File: config.mk
export PLATFORM = sky130hd
export DESIGN_NAME = fp16_add_scheduler
export DESIGN_NICKNAME = d
export VERILOG_FILES = /design/src/rtl/fp16_add_scheduler.sv
export SDC_FILE = /design/constraint.sdc
export NUM_CORES = 1
export LEC_CHECK = 0
export CORE_MARGIN = 1
export CORE_UTILIZATION = 55
export DETAILED_ROUTE_END_ITERATION = 8
export GPL_ROUTABILITY_DRIVEN = 0
export PLACE_DENSITY = 0.79
export SLEW_MARGIN = 10
export SYNTH_ARGS = -nofsm -noshare
export SYNTH_HDL_FRONTEND = slang
export SYNTH_SLANG_ARGS = --single-unit
File: constraint.sdc
create_clock -name clk_10 -period 3.1 [get_ports clk_10]
set_clock_uncertainty 0.1 [all_clocks]
set_input_delay 0.62 -clock clk_10 [delete_from_list [all_inputs] [get_ports clk_10]]
set_output_delay 0.62 -clock clk_10 [all_outputs]
set_load 0.03 [all_outputs]
File: src/rtl/fp16_add_scheduler.sv
// fp16_add_scheduler
//
// Shares one pipelined FP16 adder between two requesters. Operand pairs
// arrive over valid/ready. A round-robin arbiter issues at most one pair per
// cycle onto the registered adder inputs. A tag pipeline follows each pair
// through the adder latency so its sum can be written into the owner's
// result FIFO. Per-requester credits bound the number of in-flight plus
// buffered results to the FIFO depth, so a FIFO write can never find the
// FIFO full and no result is ever dropped. The block does no arithmetic.
//
// Ports
//   clk_10, reset_10          clock, asynchronous active-low reset
//   reqN_valid/_a/_b/_ready   operand pair from requester N (N = 0, 1)
//   resN_valid/_data/_ready   result FIFO head for requester N
//   add_a, add_b              registered operands driven to the adder
//   add_result                adder output, LATENCY cycles after add_a/add_b
//   add_rst                   active-high adder reset, held one edge past reset
//   busy                      any pair in flight or any result buffered
module fp16_add_scheduler #(
  parameter int LATENCY   = 4,
  parameter int RES_DEPTH = 8
) (
  input  logic        clk_10,
  input  logic        reset_10,
  input  logic        req0_valid,
  input  logic [15:0] req0_a,
  input  logic [15:0] req0_b,
  output logic        req0_ready,
  input  logic        req1_valid,
  input  logic [15:0] req1_a,
  input  logic [15:0] req1_b,
  output logic        req1_ready,
  output logic        res0_valid,
  output logic [15:0] res0_data,
  input  logic        res0_ready,
  output logic        res1_valid,
  output logic [15:0] res1_data,
  input  logic        res1_ready,
  output logic [15:0] add_a,
  output logic [15:0] add_b,
  input  logic [15:0] add_result,
  output logic        add_rst,
  output logic        busy
);

  localparam int CW = $clog2(RES_DEPTH + 1);
  localparam int PW = (RES_DEPTH > 1) ? $clog2(RES_DEPTH) : 1;
  localparam logic [PW-1:0] PTR_LAST  = PW'(RES_DEPTH - 1);
  localparam logic [CW-1:0] CRED_INIT = CW'(RES_DEPTH);

  function automatic logic [PW-1:0] ptr_inc(input logic [PW-1:0] p);
    return (p == PTR_LAST) ? '0 : p + 1'b1;
  endfunction

  logic        req_valid [2];
  logic [15:0] req_a     [2];
  logic [15:0] req_b     [2];
  logic [1:0]  res_ready;

  assign req_valid[0] = req0_valid;
  assign req_valid[1] = req1_valid;
  assign req_a[0]     = req0_a;
  assign req_a[1]     = req1_a;
  assign req_b[0]     = req0_b;
  assign req_b[1]     = req1_b;
  assign res_ready    = {res1_ready, res0_ready};

  logic [CW-1:0]  credit_q [2];
  logic [CW-1:0]  credit_d [2];
  logic           ptr_q, ptr_d;
  logic [1:0]     elig, grant;
  logic [15:0]    add_a_q, add_a_d, add_b_q, add_b_d;
  logic           add_rst_q;
  logic [LATENCY:0] tag_vld_q, tag_vld_d;
  logic [LATENCY:0] tag_id_q, tag_id_d;
  logic [15:0]    mem_q    [2][RES_DEPTH];
  logic [PW-1:0]  wr_ptr_q [2];
  logic [PW-1:0]  wr_ptr_d [2];
  logic [PW-1:0]  rd_ptr_q [2];
  logic [PW-1:0]  rd_ptr_d [2];
  logic [CW-1:0]  cnt_q    [2];
  logic [CW-1:0]  cnt_d    [2];
  logic [1:0]     wr_en, pop, not_empty;

  // Arbitration: ready is the grant itself, forced low while reset is held
  // so no transfer is ever signalled during reset.
  always_comb begin
    grant = '0;
    ptr_d = ptr_q;
    for (int n = 0; n < 2; n++) begin
      elig[n] = req_valid[n] && (credit_q[n] != '0);
    end
    if (reset_10) begin
      if (elig[0] && (!elig[1] || !ptr_q)) begin
        grant[0] = 1'b1;
      end else if (elig[1]) begin
        grant[1] = 1'b1;
      end
    end
    if (grant[0]) begin
      ptr_d = 1'b1;
    end else if (grant[1]) begin
      ptr_d = 1'b0;
    end
  end

  assign req0_ready = grant[0];
  assign req1_ready = grant[1];

  // Issue stage: operands held when idle; tag stage 0 marks the new pair.
  always_comb begin
    add_a_d = add_a_q;
    add_b_d = add_b_q;
    if (grant[0]) begin
      add_a_d = req_a[0];
      add_b_d = req_b[0];
    end else if (grant[1]) begin
      add_a_d = req_a[1];
      add_b_d = req_b[1];
    end
    tag_vld_d = {tag_vld_q[LATENCY-1:0], |grant};
    tag_id_d  = {tag_id_q[LATENCY-1:0], grant[1]};
  end

  // Writeback stage: the last tag stage lines up with add_result.
  assign wr_en[0] = tag_vld_q[LATENCY] && !tag_id_q[LATENCY];
  assign wr_en[1] = tag_vld_q[LATENCY] &&  tag_id_q[LATENCY];

  always_comb begin
    for (int n = 0; n < 2; n++) begin
      not_empty[n] = (cnt_q[n] != '0);
      pop[n]       = res_ready[n] && not_empty[n];
      wr_ptr_d[n]  = wr_ptr_q[n];
      rd_ptr_d[n]  = rd_ptr_q[n];
      cnt_d[n]     = cnt_q[n];
      credit_d[n]  = credit_q[n];
      if (wr_en[n]) begin
        wr_ptr_d[n] = ptr_inc(wr_ptr_q[n]);
      end
      if (pop[n]) begin
        rd_ptr_d[n] = ptr_inc(rd_ptr_q[n]);
      end
      case ({wr_en[n], pop[n]})
        2'b10:   cnt_d[n] = cnt_q[n] + 1'b1;
        2'b01:   cnt_d[n] = cnt_q[n] - 1'b1;
        default: cnt_d[n] = cnt_q[n];
      endcase
      // A credit leaves with a grant and returns only when its result is popped.
      case ({grant[n], pop[n]})
        2'b10:   credit_d[n] = credit_q[n] - 1'b1;
        2'b01:   credit_d[n] = credit_q[n] + 1'b1;
        default: credit_d[n] = credit_q[n];
      endcase
    end
  end

  always_ff @(posedge clk_10 or negedge reset_10) begin
    if (!reset_10) begin
      ptr_q     <= 1'b0;
      add_a_q   <= '0;
      add_b_q   <= '0;
      add_rst_q <= 1'b1;
      tag_vld_q <= '0;
      tag_id_q  <= '0;
      for (int n = 0; n < 2; n++) begin
        credit_q[n] <= CRED_INIT;
        wr_ptr_q[n] <= '0;
        rd_ptr_q[n] <= '0;
        cnt_q[n]    <= '0;
      end
    end else begin
      ptr_q     <= ptr_d;
      add_a_q   <= add_a_d;
      add_b_q   <= add_b_d;
      add_rst_q <= 1'b0;
      tag_vld_q <= tag_vld_d;
      tag_id_q  <= tag_id_d;
      for (int n = 0; n < 2; n++) begin
        credit_q[n] <= credit_d[n];
        wr_ptr_q[n] <= wr_ptr_d[n];
        rd_ptr_q[n] <= rd_ptr_d[n];
        cnt_q[n]    <= cnt_d[n];
      end
    end
  end

  // FIFO storage needs no reset: occupancy counts gate every read.
  always_ff @(posedge clk_10) begin
    for (int n = 0; n < 2; n++) begin
      if (wr_en[n]) begin
        mem_q[n][wr_ptr_q[n]] <= add_result;
      end
    end
  end

  assign res0_valid = not_empty[0];
  assign res1_valid = not_empty[1];
  assign res0_data  = not_empty[0] ? mem_q[0][rd_ptr_q[0]] : '0;
  assign res1_data  = not_empty[1] ? mem_q[1][rd_ptr_q[1]] : '0;
  assign add_a      = add_a_q;
  assign add_b      = add_b_q;
  assign add_rst    = add_rst_q;
  assign busy       = (|tag_vld_q) || (|not_empty);

endmodule

==> metrics.txt <==
number of global-route vias before repair=7,711; overall power=15.9 mW; ys async rst share=22.0%; remaining global-route overflow=0; routed vias=7,307; Final Core Density=70.1%; DRT iter0 DRCs=515; Avg WL per Cell=21.5 µm; initial cell density of the core=56.7%; CP peak stage delay=0.50 ns; mux cell area share after synthesis=16.5%; Synth Area in Simple Gates=4.89%; largest net degree at the start of global routing=67; fin nets=1,057; number of fill cells=1,517; met2 usage=41.7%; sequential fraction of the synthesis area=70.4%; die area=25,100 µm²; io pins=156; Critical Path Most Common Cell=buf_4; Rows=56; Final period util=96.8%; worst relative slew slack=53.7%; fin crit period=3.00 ns; status=complete, no violations; Core ar.=23,800 µm²; initial antenna violation count=0; most frequent cells in the layout=256 x edfxtp_1, 119 x clkdlybuf4s50_1, 71 x nor2_1; synthesized cell area=13,500 µm²; syn avg cell area=17.8 µm²; Clk Latency, worst-skew pair=0.51 ns; global route hottest layer=met2; Pwr Density=953 nW/µm²; min-delay worst type=in2async; CTS clock-pin slew for the worst setup and hold paths=0.06 ns; Max Cap Violations=0; Worst Setup Start Kind=register; Final Hold Fails=0; H-tree depth=2; Synth Area in Adders=2.45%; Compound-Gate Fraction of Synth Area=2.93%; kind of critical path=reg2out; worst slack at placement=0.0913 ns; Mapped Cells=758; syn nets=868; layout cells sized above 1=20.3%; Post-synth EDFFs=256; # setup viols final=0; crit-path max FO=6; TritonCTS clock tree=done; worst-margin pin slew=0.694 ns; met3 GRT Util=5.17%; Routed Antenna Nets=0; largest family of logic cells by synthesized area=multiplexers; Cell Chain, Critical Path=buf_4 > buf_4 > mux4_2 > mux2i_1 > nor2_1 > buf_4; most common cell after layout, fill and taps aside=edfxtp_1; synth unique cells=41; die width=159 µm; Post-route DRC=0; maximum clock path buffer count=3; Final WS setup=0.0997 ns; total CTS buffers=34; maximum vdd drop=0.000750 V; first-pass GRT wire length=42,100 µm; crit end category=output pin; setup_tns=0 ns; # diodes=0; GRT Total Usage=23.1%; Slew Limit Fails=0; Synth Area in XOR/XNOR=0.520%; slowest stage cell on the critical path=mux4_2; fmax=333 MHz; Root Buffer=clkbuf_16; Hold Buf Count CTS=0; RSZ-0062 raised after global routing=true; WP data arrival=2.28 ns; Port Buffers=155; drt via density=5.66; CTS Sinks=328; Synth warnings=0; dpl hpwl=16,600 µm; Detailed Route WL=27,700 µm; met1 Usage GRT=27.3%; Primary FF master, synth=edfxtp_1; DRT Pass-1 Iters=4; Seq cells post-synth=328; Die H=159 µm; Req. time, crit path=2.38 ns; Syn-to-layout area delta=23.6%; Leakage=6.15 nW
sequential cells by signal, summed over array words and instances, names as in the netlist, 5 cells and up:
signal	count
cnt_q	8
wr_ptr_q	6
rd_ptr_q	6
add_b	16
tag_id_q	5
add_a	16
credit_q	8
tag_vld_q	5
mem_q	256
cells by family (layout without fill, tap and decap cells):
family	after synthesis	count (layout)
buf+inv	57	270
compound gates	61	61
other cells	1	1
simple gates	138	138
fa+ha+maj	24	24
xor+xnor	8	8
mux	141	141
flops	328	328
final cells by class:
class	count	area [µm²]	area share [%]
inverter	19	71.3	0.428
multi-input combinational	373	3750	22.5
clock buffer	44	945	5.67
tap	319	399	2.40
clock inverter	16	154	0.924
timing repair buffer	191	1850	11.1
sequential	328	9500	57.0
timing repair:
action                                  in CTS  in global routing
endpoints found under the setup margin      31                  3
setup buffers                                2                  0
resized for setup                           31                  7
cloned                                       0                  1
cell usage after synthesis, types with 3 or more instances:
| master | number | area [µm²] |
|---|---|---|
| a21oi_2 | 11 | 96.3 |
| dfstp_2 | 3 | 78.8 |
| buf_2 | 14 | 70.1 |
| a21oi_1 | 25 | 125 |
| dfrtp_1 | 69 | 1730 |
| o21ai_0 | 11 | 55.1 |
| nor2_1 | 71 | 267 |
| buf_6 | 6 | 67.6 |
| inv_1 | 19 | 71.3 |
| mux4_2 | 64 | 1440 |
| mux2i_1 | 68 | 681 |
| clkbuf_1 | 11 | 41.3 |
| fa_1 | 4 | 80.1 |
| buf_4 | 4 | 30.0 |
| xnor2_1 | 6 | 52.6 |
| ha_1 | 20 | 250 |
| nand2_1 | 20 | 75.1 |
| edfxtp_1 | 256 | 7690 |
| nand2b_1 | 8 | 50.1 |
| nor3_1 | 21 | 105 |
| mux2_2 | 9 | 101 |
| nor4_1 | 4 | 25.0 |
| a21o_1 | 6 | 45.0 |
worst paths after layout:
| kind | startpoint | to | slack [ns] | cells past startpoint |
|---|---|---|---|---|
| setup reg to reg | credit_q[4]$_DFFE_PN0P_ | credit_q[3]$_DFFE_PN1P_ | 0.29 | 9 |
| hold / removal | reset_10 | add_a[14]$_DFFE_PN0P_ | 0.03 | 2 |
| min in group clk_10 | tag_id_q[0]$_DFF_PN0_ | tag_id_q[1]$_DFF_PN0_ | 0.25 | 0 |
| setup / recovery | rd_ptr_q[0]$_DFFE_PN0P_ | res1_data[3] | 0.1 | 6 |
| max in group asynchronous | reset_10 | rd_ptr_q[0]$_DFFE_PN0P_ | 2.27 | 2 |
| hold reg to reg | tag_id_q[0]$_DFF_PN0_ | tag_id_q[1]$_DFF_PN0_ | 0.25 | 0 |
metal layers:
metal	part of all wire (%)	wire (µm)
met5	0	0
met1	38	10500
met3	7.1	1960
met2	53	14600
met4	2.4	658
power breakdown:
part           internal (mW)  total, mW  switching (mW)
Combinational           2.68       6.00            3.32
Clock                   2.33       3.96            1.62
Sequential              5.41       5.92           0.513
Total                   10.4       15.9            5.46
metrics by stage:
stage               area [µm²]  hold slack, ns  std cells
finish                   16700          0.0323       1290
global route             16700          0.0491       1290
CTS                      16600          0.0308       1289
detailed placement       15600           0.238       1227
global placement         15600           0.232       1227
floorplan                13500           0.224        758
worst max-delay path, delay by kind of cell (launching register included):
kind | cells | cell delay [ns]
buf+inv | 3 | 0.52
flops | 1 | 0.47
mux | 2 | 0.67
simple gates | 1 | 0.11
Power figures use the tool's default switching activity.
==> patch (config.mk and constraints unchanged) <==
Change the parameter `LATENCY` from 4 to 8.
--- a/src/rtl/fp16_add_scheduler.sv
+++ b/src/rtl/fp16_add_scheduler.sv
@@ -17,7 +17,7 @@
 //   add_rst                   active-high adder reset, held one edge past reset
 //   busy                      any pair in flight or any result buffered
 module fp16_add_scheduler #(
-  parameter int LATENCY   = 4,
+  parameter int LATENCY   = 8,
   parameter int RES_DEPTH = 8
 ) (
   input  logic        clk_10,
Formal check against the unedited RTL: not equivalent (Yosys sat finds a counterexample within 10 cycles, from zero or initial values and one cycle with reset_10 low).
==> patch against the unedited design <==
  * Routed wire length grew 0.53%
  * Power grew 1.1%
  * Synthesized area up 1.5%
  * Design area up 1.3%
  * First-iteration DRC count down 8.7%
  * Setup slack worse by 0.021 ns
  * Sequential cell count grew 8
==> patch: results (changes against the unedited design) <==
- Critical Path Max Stage Delay: 0.52 ns (was 0.50 ns)
- Async SR Flop Fraction: 0.2381 (was 0.2195)
- Final Power: 16.06 mW (was 15.88 mW)
- Metal2 WL: 14160 um (was 14570 um)
- Status: completed (unchanged)
- WL met3: 2083 um (was 1955 um)
- Nets: 1070 (was 1057)
- M1 WL: 10920 um (was 10510 um)
- GR Util All Layers: 0.2272 (was 0.2309)
- CLK BUF: 42 (was 44)
- Top cells by count, synth: edfxtp_1, dfrtp_1, nor2_1, mux2i_1, mux4_2 (was edfxtp_1, nor2_1, dfrtp_1, mux2i_1, mux4_2)
- Static leakage: 6.254 nW (was 6.152 nW)
- M3 GR Usage: 0.04753 (was 0.05171)
- Power Internal: 10.51 mW (was 10.42 mW)
- Largest net degree at the start of global routing: 65 (was 67)
- Vias/cell: 5.681 (was 5.664)
- Worst Slack Setup Final: 0.07850 ns (was 0.09974 ns)
- Share of layout cells above drive strength 1: 0.2140 (was 0.2029)
- CTS Hold Buffers Added: 1 (was 0)
- Area contributors post-synth: edfxtp_1, dfrtp_1, mux4_2 (unchanged)
- Reg2Reg Depth: 8 (was 9)
- Sequential cell area: 9698 um2 (was 9495 um2)
- Hpwl dp: 16810 um (was 16590 um)
- Non-clock buffering overhead: 0.1093 (was 0.1109)
- FILL cells: 1607 (was 1517)
- First element of the critical path: rd_ptr_q[3] (was rd_ptr_q[0])
- GRT met1 Usage: 0.2858 (was 0.2726)
==> patch: cell count changes after synthesis, sizes merged <==
cell,unedited run,this run
or4,1,2
buf,27,25
clkbuf,11,13
nor2,71,70
dfrtp,69,77
nor3,21,22
==> patch: logic make-up after synthesis <==
group | after synthesis | share of synthesized area
buffers and inverters | 57 | 0.02131
multiplexers | 141 | 0.1625
flip-flops | 336 | 0.7086
adder cells (fa/ha/maj) | 24 | 0.02415
AND/OR/NAND/NOR | 139 | 0.04884
other | 1 | 0.0002741
AO/OA/AOI/OAI | 61 | 0.02918
XOR/XNOR | 8 | 0.005122
==> patch: metrics by stage <==
stage	utilization	cells	hold WS, ns
2_1_floorplan	-	767	0.2244
3_3_place_gp	0.6472	1244	0.2366
3_5_place_dp	0.6472	1244	0.2347
4_1_cts	0.6924	1310	0.2484
5_1_grt	0.6920	1310	0.2635
6_report	0.6920	1310	0.2467
